===== src/rtl/scan_mux.sv =====
// scan_mux: registered N-to-1 channel multiplexer.
// Manual select or auto-scan with per-channel dwell.
module scan_mux #(
  parameter int WIDTH    = 4,
  parameter int CHANNELS = 4,
  parameter int DWELL    = 2,
  localparam int SEL_W   = $clog2(CHANNELS)
) (
  input  logic                      clk,
  input  logic                      rst_n,
  input  logic                      en,
  input  logic                      mode,
  input  logic [SEL_W-1:0]          sel_in,
  input  logic [CHANNELS*WIDTH-1:0] data_in,
  output logic [WIDTH-1:0]          data_out,
  output logic [SEL_W-1:0]          sel_out,
  output logic                      valid,
  output logic                      wrap,
  output logic                      err
);

  localparam int DW_W = (DWELL > 1) ? $clog2(DWELL) : 1;

  localparam logic [SEL_W:0]   NCH   = (SEL_W+1)'(CHANNELS);
  localparam logic [SEL_W-1:0] PLAST = SEL_W'(CHANNELS - 1);
  localparam logic [DW_W-1:0]  DLAST = DW_W'(DWELL - 1);

  logic [SEL_W-1:0] ptr_q, ptr_d;
  logic [DW_W-1:0]  dwell_q, dwell_d;
  logic [WIDTH-1:0] data_q, data_d;
  logic [SEL_W-1:0] sel_q, sel_d;
  logic             valid_q, valid_d;
  logic             wrap_q, wrap_d;
  logic             err_q, err_d;

  logic [SEL_W-1:0] pick;
  logic [WIDTH-1:0] ch_val;
  logic             sel_ok;
  logic             ptr_last;
  logic             dwell_last;

  assign sel_ok     = {1'b0, sel_in} < NCH;
  assign ptr_last   = ptr_q == PLAST;
  assign dwell_last = dwell_q == DLAST;

  // Choose which channel index is sampled at this edge.
  always_comb begin
    pick = ptr_q;
    if (en && !mode && sel_ok) begin
      pick = sel_in;
    end
  end

  // Channel slice lookup; unmatched codes cannot occur since pick is in range.
  always_comb begin
    ch_val = '0;
    for (int k = 0; k < CHANNELS; k++) begin
      if (pick == SEL_W'(k)) begin
        ch_val = data_in[k*WIDTH +: WIDTH];
      end
    end
  end

  // Next-state: hold when disabled, manual select, or auto-scan stepping.
  always_comb begin
    ptr_d   = ptr_q;
    dwell_d = dwell_q;
    data_d  = data_q;
    sel_d   = sel_q;
    valid_d = 1'b0;
    wrap_d  = 1'b0;
    err_d   = 1'b0;
    unique case (1'b1)
      !en: begin
        ptr_d   = ptr_q;
        dwell_d = dwell_q;
      end
      en && !mode: begin
        data_d  = ch_val;
        sel_d   = pick;
        ptr_d   = pick;
        dwell_d = '0;
        valid_d = 1'b1;
        err_d   = !sel_ok;
      end
      en && mode: begin
        data_d  = ch_val;
        sel_d   = pick;
        valid_d = 1'b1;
        if (dwell_last) begin
          dwell_d = '0;
          ptr_d   = ptr_last ? '0 : ptr_q + SEL_W'(1);
          wrap_d  = ptr_last;
        end else begin
          dwell_d = dwell_q + DW_W'(1);
        end
      end
      default: begin
        valid_d = 1'b0;
      end
    endcase
  end

  // State and registered outputs with immediate asynchronous clear.
  always_ff @(posedge clk or negedge rst_n) begin
    if (!rst_n) begin
      ptr_q   <= '0;
      dwell_q <= '0;
      data_q  <= '0;
      sel_q   <= '0;
      valid_q <= 1'b0;
      wrap_q  <= 1'b0;
      err_q   <= 1'b0;
    end else begin
      ptr_q   <= ptr_d;
      dwell_q <= dwell_d;
      data_q  <= data_d;
      sel_q   <= sel_d;
      valid_q <= valid_d;
      wrap_q  <= wrap_d;
      err_q   <= err_d;
    end
  end

  assign data_out = data_q;
  assign sel_out  = sel_q;
  assign valid    = valid_q;
  assign wrap     = wrap_q;
  assign err      = err_q;

endmodule


===== config.mk =====
export PLATFORM = sky130hd
export DESIGN_NAME = scan_mux
export DESIGN_NICKNAME = d
export VERILOG_FILES = /design/src/rtl/scan_mux.sv
export SDC_FILE = /design/constraint.sdc
export NUM_CORES = 1
export LEC_CHECK = 0
export ABC_CLOCK_PERIOD_IN_PS = 1500
export BUFFER_PORTS_ARGS = -buffer_cell sky130_fd_sc_hd__buf_2
export CAP_MARGIN = 40
export CORE_UTILIZATION = 40
export DETAILED_ROUTE_END_ITERATION = 10
export PLACE_DENSITY = 0.72
export SLEW_MARGIN = 25
export SYNTH_ARGS = -nofsm -noshare
export SYNTH_HDL_FRONTEND = slang
export SYNTH_SLANG_ARGS = --single-unit

===== constraint.sdc =====
create_clock -name clk -period 1.5 [get_ports clk]
set_input_delay 0.15 -clock clk [delete_from_list [all_inputs] [get_ports clk]]
set_output_delay 0.15 -clock clk [all_outputs]
set_load 0.01 [all_outputs]

Word level (Yosys, flattened, before mapping)
Cells that the tools add are included.
{ "totals": {"regBits": 11, "out_inout_bits": 9, "elab_cells": 33} }
{ "classes": {"addsub": 2, "eq_ne": 5, "muxes": 13, "reduce_logical": 7} }
{ "ops": {"columns": ["op", "n"], "rows": [
  ["$mux W4", 4],
  ["$eq A2 B2 Y1 const B", 3],
  ["$mux W2", 3],
  ["$mux W1", 4],
  ["$pmux W2 S2", 1],
  ["$add A2 B1 Y2 const B", 1],
  ["$eq A2 B1 Y1 const B", 1],
  ["$logic_and A1 B1 Y1", 2],
  ["$logic_not A2 Y1", 1],
  ["$ne A2 B2 Y1 const B", 1],
  ["$pmux W1 S2", 1],
  ["$reduce_and A2 Y1", 1],
  ["$reduce_bool A2 Y1", 1],
  ["$reduce_or A2 Y1", 1],
  ["$add A1 B1 Y1 const B", 1],
  ["$logic_not A1 Y1", 1]
]} }

Logic depth before layout (Yosys ltp)
Gate-level depths: netlist of the first run.
{ "logic_depth": {"ltp_word": 8, "mapped_depth": 5, "ltp_nobuf": 4} }

Worst setup path before layout of the first run
Ideal clock, no wire load.
{ "synth_timing": {"path_kind": "register to register", "startpoint": "reg ptr_q[0]", "endpoint": "reg ptr_q[0]", "setup_time_ps": 66, "arrival_ps": 1104, "t_required_ps": 1434, "path_slack_ps": 330, "stages_incl_launch_ff": 4, "path_cell_list": "dfrtp_1 -> ha_1 -> o41ai_1 -> a22o_1"} }
{ "synth_between": {"elab_chain_cells": 4} }
{ "synth_rtl": {"columns": ["element", "line", "source"], "rows": [
  ["start: declaration", "28", "logic [SEL_W-1:0] ptr_q, ptr_d;"],
  ["start signal: assignment", "115", "ptr_q <= ptr_d;"],
  ["$add A2 B1 Y2 / $eq A2 B2 Y1 (equally long branches)", "92, 43", null],
  ["$mux W2", "92", "ptr_d = ptr_last ? '0 : ptr_q + SEL_W'(1);"],
  ["$mux W2", "90", "if (dwell_last) begin"],
  ["$pmux W2 S2 (*)", "73", "unique case (1'b1)"]
]} }
Mark *: on every way between the ends. The rest lies on a longest branch, timed or not. The select of a mux whose other input is x is not followed.
A chain may end at the register's enable or synchronous reset.

Worst setup path after layout of the first run
{ "layout_timing": {"startpoint": "reg ptr_q[0]", "endpoint": "reg data_q[1], in the netlist data_out[1]"} }
{ "layout_between": {"elab_chain_cells": 6} }
{ "layout_rtl": {"columns": ["element", "line", "source"], "rows": [
  ["$mux W2 (*)", "49", "if (en && !mode && sel_ok) begin"],
  ["$logic_not A2 Y1", "58", "if (pick == SEL_W'(k)) begin"],
  ["$mux W4 (3 in a row)", "58", null],
  ["$mux W4 (*)", "58", null],
  ["end signal: assignment", "117", "data_q <= data_d;"],
  ["end: declaration", "30", "logic [WIDTH-1:0] data_q, data_d;"]
]} }
Mark *: on every way between the ends. The rest lies on a longest branch, timed or not.

==> impl_metrics.py, run 1 <==
metrics = {
    "critical_path": {
        "path_class": "reg2reg",
        "startpoint_type": "register",
        "required_ns": 1.64,
        "cp.arrival_ns": 1.45,
        "path_max_fanout": 7,
        "end_kind": "register",
    },
    "routing": {
        "drtIter0Drc": 11,
        "final_antenna_net_count": 0,
        "wl_per_cell_um": 12.4,
        "vias_per_cell": 5.20,
        "route.vias.total": 556,
        "drc": 0,
        "first_pass_iters": 4,
        "wirelength_um": 1320,
    },
    "synthesis": {
        "syn_area_per_cell_sq_um": 9.79,
        "synth_top_area_share": 0.454,
        "synth_area_leaders": "dfrtp_1 (45%), mux2i_1 (6.6%), a211oi_1 (4.9%), nor2_1 (4.3%), o22ai_1 (4.1%)",
        "syn_nets": 85,
        "mappedNetlistArea_sq_um": 607,
        "yosysUniqueCellTypes": 26,
        "synth_warnings": 0,
        "syn_inst": 62,
        "ys_ff_latch": 11,
        "ys_seq_area_frac": 0.454,
        "yosys.area.top_type": "dfrtp_1",
    },
    "clock_network": {
        "htree_levels": 1,
        "cts_setup_buffers": 0,
        "cts_tree": "done",
        "clk_pin_slew_ns": 0.07,
        "clockBufferDepth": 2,
        "numCtsBuffers": 3,
        "clkSinkCount": 11,
        "clock_latency_ns": 0.26,
        "clock-root-buffer": "clkbuf_4",
    },
    "global_route": {
        "antenna_found_initial": 0,
        "grt.total_usage": 0.208,
        "grt_pass1_vias": 497,
        "grt_max_degree": 20,
        "overflow": 0,
        "grt_pass1_wl_um": 2150,
    },
    "place": {
        "place_area_sq_um": 748,
        "io_buffer_count": 29,
        "gp_congestion": 0.699,
        "dp_hpwl_um": 1020,
        "dpl.cell_count": 102,
    },
    "layout": {
        "finalInstanceArea_sq_um": 785,
        "mostFrequentLayoutCells": "buf_2 (29), dfrtp_1 (11), nor2_1 (7)",
        "diodes": 0,
        "layout-drive-gt1-share": 0.380,
        "final_common_cell": "buf_2",
        "fin_nets": 116,
        "area.growth.synth_to_final_pct": 29.3,
        "instances_no_fill": 107,
    },
    "floorplanning": {
        "dieArea_sq_um": 1680,
        "initial_utilization": 0.449,
        "fp.dieH_um": 41.0,
        "pin_count": 31,
        "rows": 13,
        "fp.dieW_um": 41.0,
        "core_area_sq_um": 1350,
    },
    "power_and_ir_drop": {
        "p_leak_uw": 0.000398,
        "p_seq_frac": 0.475,
        "switching_share": 0.307,
        "peakVddDrop_v": 0.000486,
        "clkPwrFrac": 0.257,
        "power.internal_uw": 545,
        "power_frac_comb": 0.268,
        "p_per_area_nw_per_um2": 1000,
        "p_sw_uw": 242,
    },
    "sta": {
        "hold_violations": 0,
        "rsz0062_at_grt": "no",
        "setup_viol": 0,
        "timing.fmax_mhz": 761,
        "skew_ns": 0.00403,
        "finalCritPeriodShare": 0.876,
        "maxSlewViolCount": 0,
        "period_minus_slack_ns": 1.31,
        "fin_setup_tns_ns": 0,
    },
    "status": {
        "status": "completed",
    },
    "hold_path": {
        "hold_class": "in2reg",
    },
    "flow_run": {
        "cap_viol_max_count": 0,
    },
}
==> timing repair <==
item | 4_1_cts | 5_1_grt
resized for setup | 0 | 0
hold buffers | 1 | 0
endpoints found under the hold margin | 11 | 0
==> layout make-up <==
class | count | area [sq um]
sequential | 11 | 275
fill | 135 | 566
multi-input combinational | 44 | 298
tap | 15 | 18.8
inverter | 3 | 11.3
clock buffer | 4 | 26.3
timing repair buffer | 30 | 155
==> flip-flops by register name (all words and copies together) (netlist names) <==
name / cells
dwell_last: 1
data_out: 4
ptr_q: 2
sel_out: 2
wrap: 1
valid: 1
==> cell usage after synthesis (all sizes together) <==
cell,count
dfrtp,11
nor2,7
nand2,6
mux2i,5
a211oi,4
o22ai,4
inv,3
nand2b,3
buf,2
clkbuf,2
nand3,2
o21ai,2
a21o,1
a21oi,1
a22o,1
a31oi,1
and3,1
conb,1
ha,1
nor3,1
o22a,1
o32a,1
o41ai,1
==> critical path, stage by stage, from the launching register on <==
cell	delay, ns
dfrtp_1	0.48
o32a_1	0.43
o22ai_1	0.19
a211oi_1	0.08
==> final timing paths <==
| path | end | from | slack [ns] | depth (start not counted) |
|---|---|---|---|---|
| min in group asynchronous | ptr_q[0] | rst_n | 0.28 | 2 |
| worst min register to register | sel_out[1] | sel_out[1] | 0.50 | 2 |
| worst max-delay path | data_out[1] | ptr_q[0] | 0.19 | 3 |
| worst max register to register | data_out[1] | ptr_q[0] | 0.19 | 3 |
| worst min-delay path | valid | en | 0.18 | 1 |
| max in group asynchronous | data_out[1] | rst_n | 1.01 | 2 |
==> metrics by stage <==
step | util | worst slack (ns) | hold WS, ns | total power [uW]
global placement | 0.554 | 0.218 | 0.0279 | 584
CTS | 0.581 | 0.199 | 0.171 | 797
floorplan | - | 0.330 | -0.146 | 505
detailed placement | 0.554 | 0.182 | 0.0339 | 591
global route | 0.581 | 0.120 | 0.168 | 854
finish | 0.581 | 0.186 | 0.176 | 787
==> kinds of logic (layout without fill, tap and decap cells) <==
group / Yosys count / after routing / share of synthesized area
muxes: 5 / 5 / 0.103
and+or+nand+nor: 20 / 20 / 0.163
AOI/OAI and AO/OA: 17 / 17 / 0.198
buffers and inverters: 7 / 37 / 0.0557
DFF: 11 / 11 / 0.454
adders and majority gates: 1 / 1 / 0.0206
other: 1 / 1 / 0.00618
==> power groups by stage <==
stage               sequential (uW)  clock [uW]  combinational (uW)
finish                          374         203                 211
detailed placement              380           0                 211
floorplan                       389           0                 116
CTS                             374         209                 214
global route                    382         235                 237
global placement                377           0                 206
==> per-layer routing <==
layer | share of wire | wire (um) | vias up | global-route usage
met3 | 0.054 | 72 | 2 | 0.0652
met1 | 0.44 | 585 | 248 | 0.251
met4 | 0.0098 | 13 | 0 | 0.125
met5 | 0 | 0 | - | 0
li1 | - | - | 280 | -
met2 | 0.49 | 651 | 26 | 0.320
(Power assumes the default switching activity.)
==> run 2: changes to the inputs <==
CORE_MARGIN = 2   (was default)
==> run 2 against run 1 <==
  * Maximum frequency rose by 3.4%
  * Via count rose by 1.6%
  * Critical path type unchanged
  * Largest power group unchanged
  * Clock-buffer cell count fell by 1
  * Clock power barely moved
  * First-iteration DRC count fell by 9.1%
==> impl_metrics.py, run 2 (synthesized netlist as in run 1, its figures left out) <==
metrics = {
    "status": {
        "status": "completed",
    },
    "power_and_ir_drop": {
        "switching_share": 0.310,
        "clkPwrFrac": 0.257,
        "p_seq_frac": 0.473,
        "p_per_area_nw_per_um2": 990,
        "p_leak_uw": 0.000406,
        "p_sw_uw": 243,
        "peakVddDrop_v": 0.000439,
        "power.internal_uw": 543,
        "power_frac_comb": 0.270,
    },
    "hold_path": {
        "hold_class": "in2reg",
        "min_path_cells": 3,
    },
    "clock_network": {
        "clk_pin_slew_ns": 0.08,
        "cts_tree": "done",
        "cts_setup_buffers": 0,
        "numCtsBuffers": 3,
        "clockBufferDepth": 2,
        "clkSinkCount": 11,
        "htree_levels": 1,
        "clock_latency_ns": 0.26,
        "clock-root-buffer": "clkbuf_4",
    },
    "global_route": {
        "grt_max_degree": 12,
        "antenna_found_initial": 0,
        "overflow": 0,
        "grt.total_usage": 0.159,
        "grt_pass1_wl_um": 2180,
        "grt_pass1_vias": 560,
    },
    "critical_path": {
        "path_class": "reg2reg",
        "path_max_fanout": 7,
        "end_kind": "register",
        "cp.arrival_ns": 1.41,
        "startpoint_type": "register",
        "ff2ff_path_depth": 3,
        "required_ns": 1.64,
    },
    "layout": {
        "final_common_cell": "buf_2",
        "fin_nets": 117,
        "finalInstanceArea_sq_um": 795,
        "multi_input_comb_area_sq_um": 298,
        "fill_cells": 152,
        "mostFrequentLayoutCells": "buf_2 (29), dfrtp_1 (11), nor2_1 (7)",
        "layout-drive-gt1-share": 0.398,
        "diodes": 0,
        "area.growth.synth_to_final_pct": 30.9,
        "largest_reg_flops": 4,
        "seq_area_sq_um": 275,
    },
    "routing": {
        "final_antenna_net_count": 0,
        "wl_per_cell_um": 11.9,
        "drtIter0Drc": 10,
        "wirelength_um": 1290,
        "drc": 0,
        "first_pass_iters": 3,
        "route.vias.total": 565,
        "vias_per_cell": 5.18,
    },
    "flow_run": {
        "cap_viol_max_count": 0,
    },
    "sta": {
        "period_minus_slack_ns": 1.27,
        "fin_setup_tns_ns": 0,
        "hold_violations": 0,
        "setup_viol": 0,
        "setup_ws_ns": 0.229,
        "rsz0062_at_grt": "no",
        "skew_ns": 0.00366,
        "finalCritPeriodShare": 0.847,
        "maxSlewViolCount": 0,
        "timing.fmax_mhz": 787,
    },
    "place": {
        "io_buffer_count": 29,
        "post-place-ws_ns": 0.238,
        "place_area_sq_um": 757,
        "dp_hpwl_um": 1020,
        "gp_congestion": 0.767,
    },
    "floorplanning": {
        "fp.dieW_um": 43.0,
        "pin_count": 31,
        "fp.dieH_um": 43.0,
        "rows": 14,
        "initial_utilization": 0.412,
        "dieArea_sq_um": 1840,
        "core_area_sq_um": 1470,
    },
}
-- run 2: per-stage QoR --
step | power [uW] | hold WS (ns) | instances | utilization
final | 786 | 0.176 | 109 | 0.540
after global routing | 836 | 0.199 | 109 | 0.540
after CTS | 795 | 0.174 | 109 | 0.540
after detailed placement | 591 | 0.0274 | 104 | 0.514
after global placement | 586 | 0.0279 | 104 | 0.514
after floorplan | 505 | -0.146 | 62 | -
-- run 2: final timing paths --
kind                                   from           to  slack (ns)
worst max-delay path               ptr_q[0]  data_out[1]        0.23
worst min-delay path            data_in[15]  data_out[3]        0.18
worst max register to register     ptr_q[0]  data_out[1]        0.23
worst min register to register   sel_out[1]   sel_out[1]        0.51
max in group asynchronous             rst_n  data_out[1]        1.02
min in group asynchronous             rst_n   dwell_last        0.27
-- run 2: worst max-delay path, stage by stage (launching register included) --
cell,delay (ns)
dfrtp_1,0.48
o32a_1,0.43
o22ai_1,0.18
a211oi_1,0.07
-- run 2: metal layers --
layer | global-route usage | vias up | wire length [um]
met3 | 0.0383 | 4 | 79
li1 | - | 284 | -
met2 | 0.279 | 26 | 596
met1 | 0.173 | 251 | 592
met4 | 0.0909 | 0 | 25
met5 | 0 | - | 0
-- run 2: area by class of cell --
class | count | share of cell area
clock inverters | 1 | 0.00630
multi-input cells | 44 | 0.375
flip-flops and latches | 11 | 0.346
inverters | 3 | 0.0142
repair buffers | 31 | 0.205
well taps | 16 | 0.0252
clock buffers | 3 | 0.0283
-- run 2: power by group through the flow --
stage / registers (uW) / logic [uW] / clock network [uW]
final: 372 / 213 / 202
after global routing: 378 / 237 / 222
after CTS: 372 / 216 / 207
after floorplan: 389 / 116 / 0
after detailed placement: 377 / 214 / 0
after global placement: 376 / 209 / 0
-- run 2: timing repair --
action,4_1_cts,5_1_grt
endpoints found under the hold margin,11,0
resized for setup,0,0
hold buffers,1,0
==> run 3: changes to the inputs <==
ABC_CLOCK_PERIOD_IN_PS = 1200   (was 1500)
clock period = 1.2 ns   (was 1.5 ns; I/O delays follow)
==> run 3 against run 2 <==
  * Maximum frequency is 2.2% higher
  * Combinational power rose by 46%
  * The run now ends with setup timing left
  * Power increased by 33%
  * Non-clock buffer count increased by 4
==> impl_metrics.py, run 3 (synthesized netlist as in run 1, its figures left out) <==
metrics = {
    "status": {
        "status": "finished, violations left",
        "violations": "setup timing",
    },
    "floorplanning": {
        "fp.dieW_um": 43.0,
        "rows": 14,
        "dieArea_sq_um": 1840,
        "pin_count": 31,
        "core_area_sq_um": 1470,
        "fp.dieH_um": 43.0,
        "initial_utilization": 0.412,
    },
    "routing": {
        "drtIter0Drc": 11,
        "vias_per_cell": 5.33,
        "wl_per_cell_um": 13.6,
        "final_antenna_net_count": 0,
        "wirelength_um": 1540,
        "first_pass_iters": 4,
        "drc": 0,
        "route.vias.total": 602,
    },
    "clock_network": {
        "clock-root-buffer": "clkbuf_4",
        "clk_pin_slew_ns": 0.08,
        "htree_levels": 1,
        "clkSinkCount": 11,
        "clockBufferDepth": 2,
        "numCtsBuffers": 3,
        "cts_tree": "done",
        "clock_latency_ns": 0.28,
    },
    "global_route": {
        "overflow": 0,
        "grt_pass1_vias": 578,
        "grt_max_degree": 12,
        "grt.total_usage": 0.183,
        "antenna_found_initial": 0,
        "grt_pass1_wl_um": 2460,
    },
    "critical_path": {
        "cp.arrival_ns": 1.40,
        "reg2reg_to": "data_out[0]",
        "path_class": "reg2reg",
        "crit_family": "compound AO/OA/AOI/OAI gates",
        "cp.depth": 3,
        "ff2ff_path_depth": 3,
        "setup.worst_path.start": "ptr_q[0]",
        "startpoint_type": "register",
        "path_cells": "o32a_1 -> o22ai_1 -> a211oi_1",
        "max_stage_delay_ns": 0.46,
        "path_max_fanout": 5,
        "reg2reg_slack_ns": -0.04,
        "crit_slowest_cell": "dfrtp_2",
        "crit_path_end": "data_out[0]",
        "required_ns": 1.36,
        "end_kind": "register",
        "crit_buf_inv": 0,
        "r2r_start": "ptr_q[0]",
    },
    "sta": {
        "period_minus_slack_ns": 1.24,
        "setup_ws_ns": -0.0430,
        "skew_ns": 0.00155,
        "maxSlewViolCount": 0,
        "finalCritPeriodShare": 1.04,
        "holdWs_ns": 0.110,
        "hold_violations": 0,
        "timing.fmax_mhz": 804,
        "setup_viol": 5,
        "rsz0062_at_grt": "yes",
    },
    "power_and_ir_drop": {
        "power_uw": 1050,
        "p_per_area_nw_per_um2": 1220,
        "peakVddDrop_v": 0.000637,
        "p_leak_uw": 0.000433,
    },
    "layout": {
        "final_common_cell": "buf_2",
        "diodes": 0,
        "mostFrequentLayoutCells": "buf_2 (29), dfrtp_1 (10), nor2_1 (7)",
        "fill_cells": 141,
        "layout-drive-gt1-share": 0.485,
        "largest_reg_flops": 4,
        "utilization": 0.582,
        "fin_nets": 121,
        "area.growth.synth_to_final_pct": 41.2,
    },
    "place": {
        "io_buffer_count": 29,
        "gp_congestion": 0.726,
        "post-place-ws_ns": -0.0653,
        "dp_hpwl_um": 1050,
    },
    "hold_path": {
        "worstHoldStart": "data_in[13]",
        "hold_class": "in2reg",
    },
    "flow_run": {
        "cap_viol_max_count": 0,
    },
}
==> run 3: metal layers <==
| metal | vias up | routed length, um | GRT usage |
|---|---|---|---|
| met3 | 2 | 102 | 0.0383 |
| met5 | - | 0 | 0 |
| li1 | 292 | - | - |
| met2 | 30 | 776 | 0.315 |
| met1 | 278 | 641 | 0.212 |
| met4 | 0 | 14 | 0.0909 |
==> run 3: power by group <==
group | internal, uW | switching (uW)
clock network | 124 | 150
registers | 425 | 39.0
logic | 155 | 157
==> run 3: stage by stage <==
step / area (sq um) / setup TNS (ns) / std cells
2_1_floorplan: 607 / 0 / 62
3_3_place_gp: 772 / -0.168 / 106
3_5_place_dp: 772 / -0.254 / 106
4_1_cts: 836 / -0.115 / 113
5_1_grt: 857 / -0.389 / 113
6_report: 857 / -0.160 / 113
==> run 3: cell type report <==
cell class	count	area (sq um)	area share
clock buffers	3	22.5	0.0263
clock inverters	1	5.00	0.00584
inverters	3	11.3	0.0131
multi-input cells	44	329	0.384
flip-flops and latches	11	277	0.323
well taps	16	20.0	0.0234
repair buffers	35	193	0.225
==> run 3: timing repair <==
item | in CTS | in global routing
endpoints found under the hold margin | 11 | 0
buffers inserted | 2 | 0
pin swaps | 8 | 5
setup endpoints to repair | 5 | 5
resized for setup | 3 | 3
hold buffers | 1 | 0
==> run 3: tightest hold or removal path, cell delays in order <==
cell,delay [ns]
buf_2,0.10
o22ai_2,0.08
a211oi_1,0.05
==> run 3: how the worst min path moves through the flow <==
| stage | endpoint | cells past startpoint |
|---|---|---|
| 3_3_place_gp | wrap | 1 |
| 3_5_place_dp | dwell_last | 1 |
| 5_1_grt | data_out[1] | 3 |
| 2_1_floorplan | data_out[0] | 0 |
| 4_1_cts | data_out[3] | 3 |
| 6_report | data_out[1] | 3 |
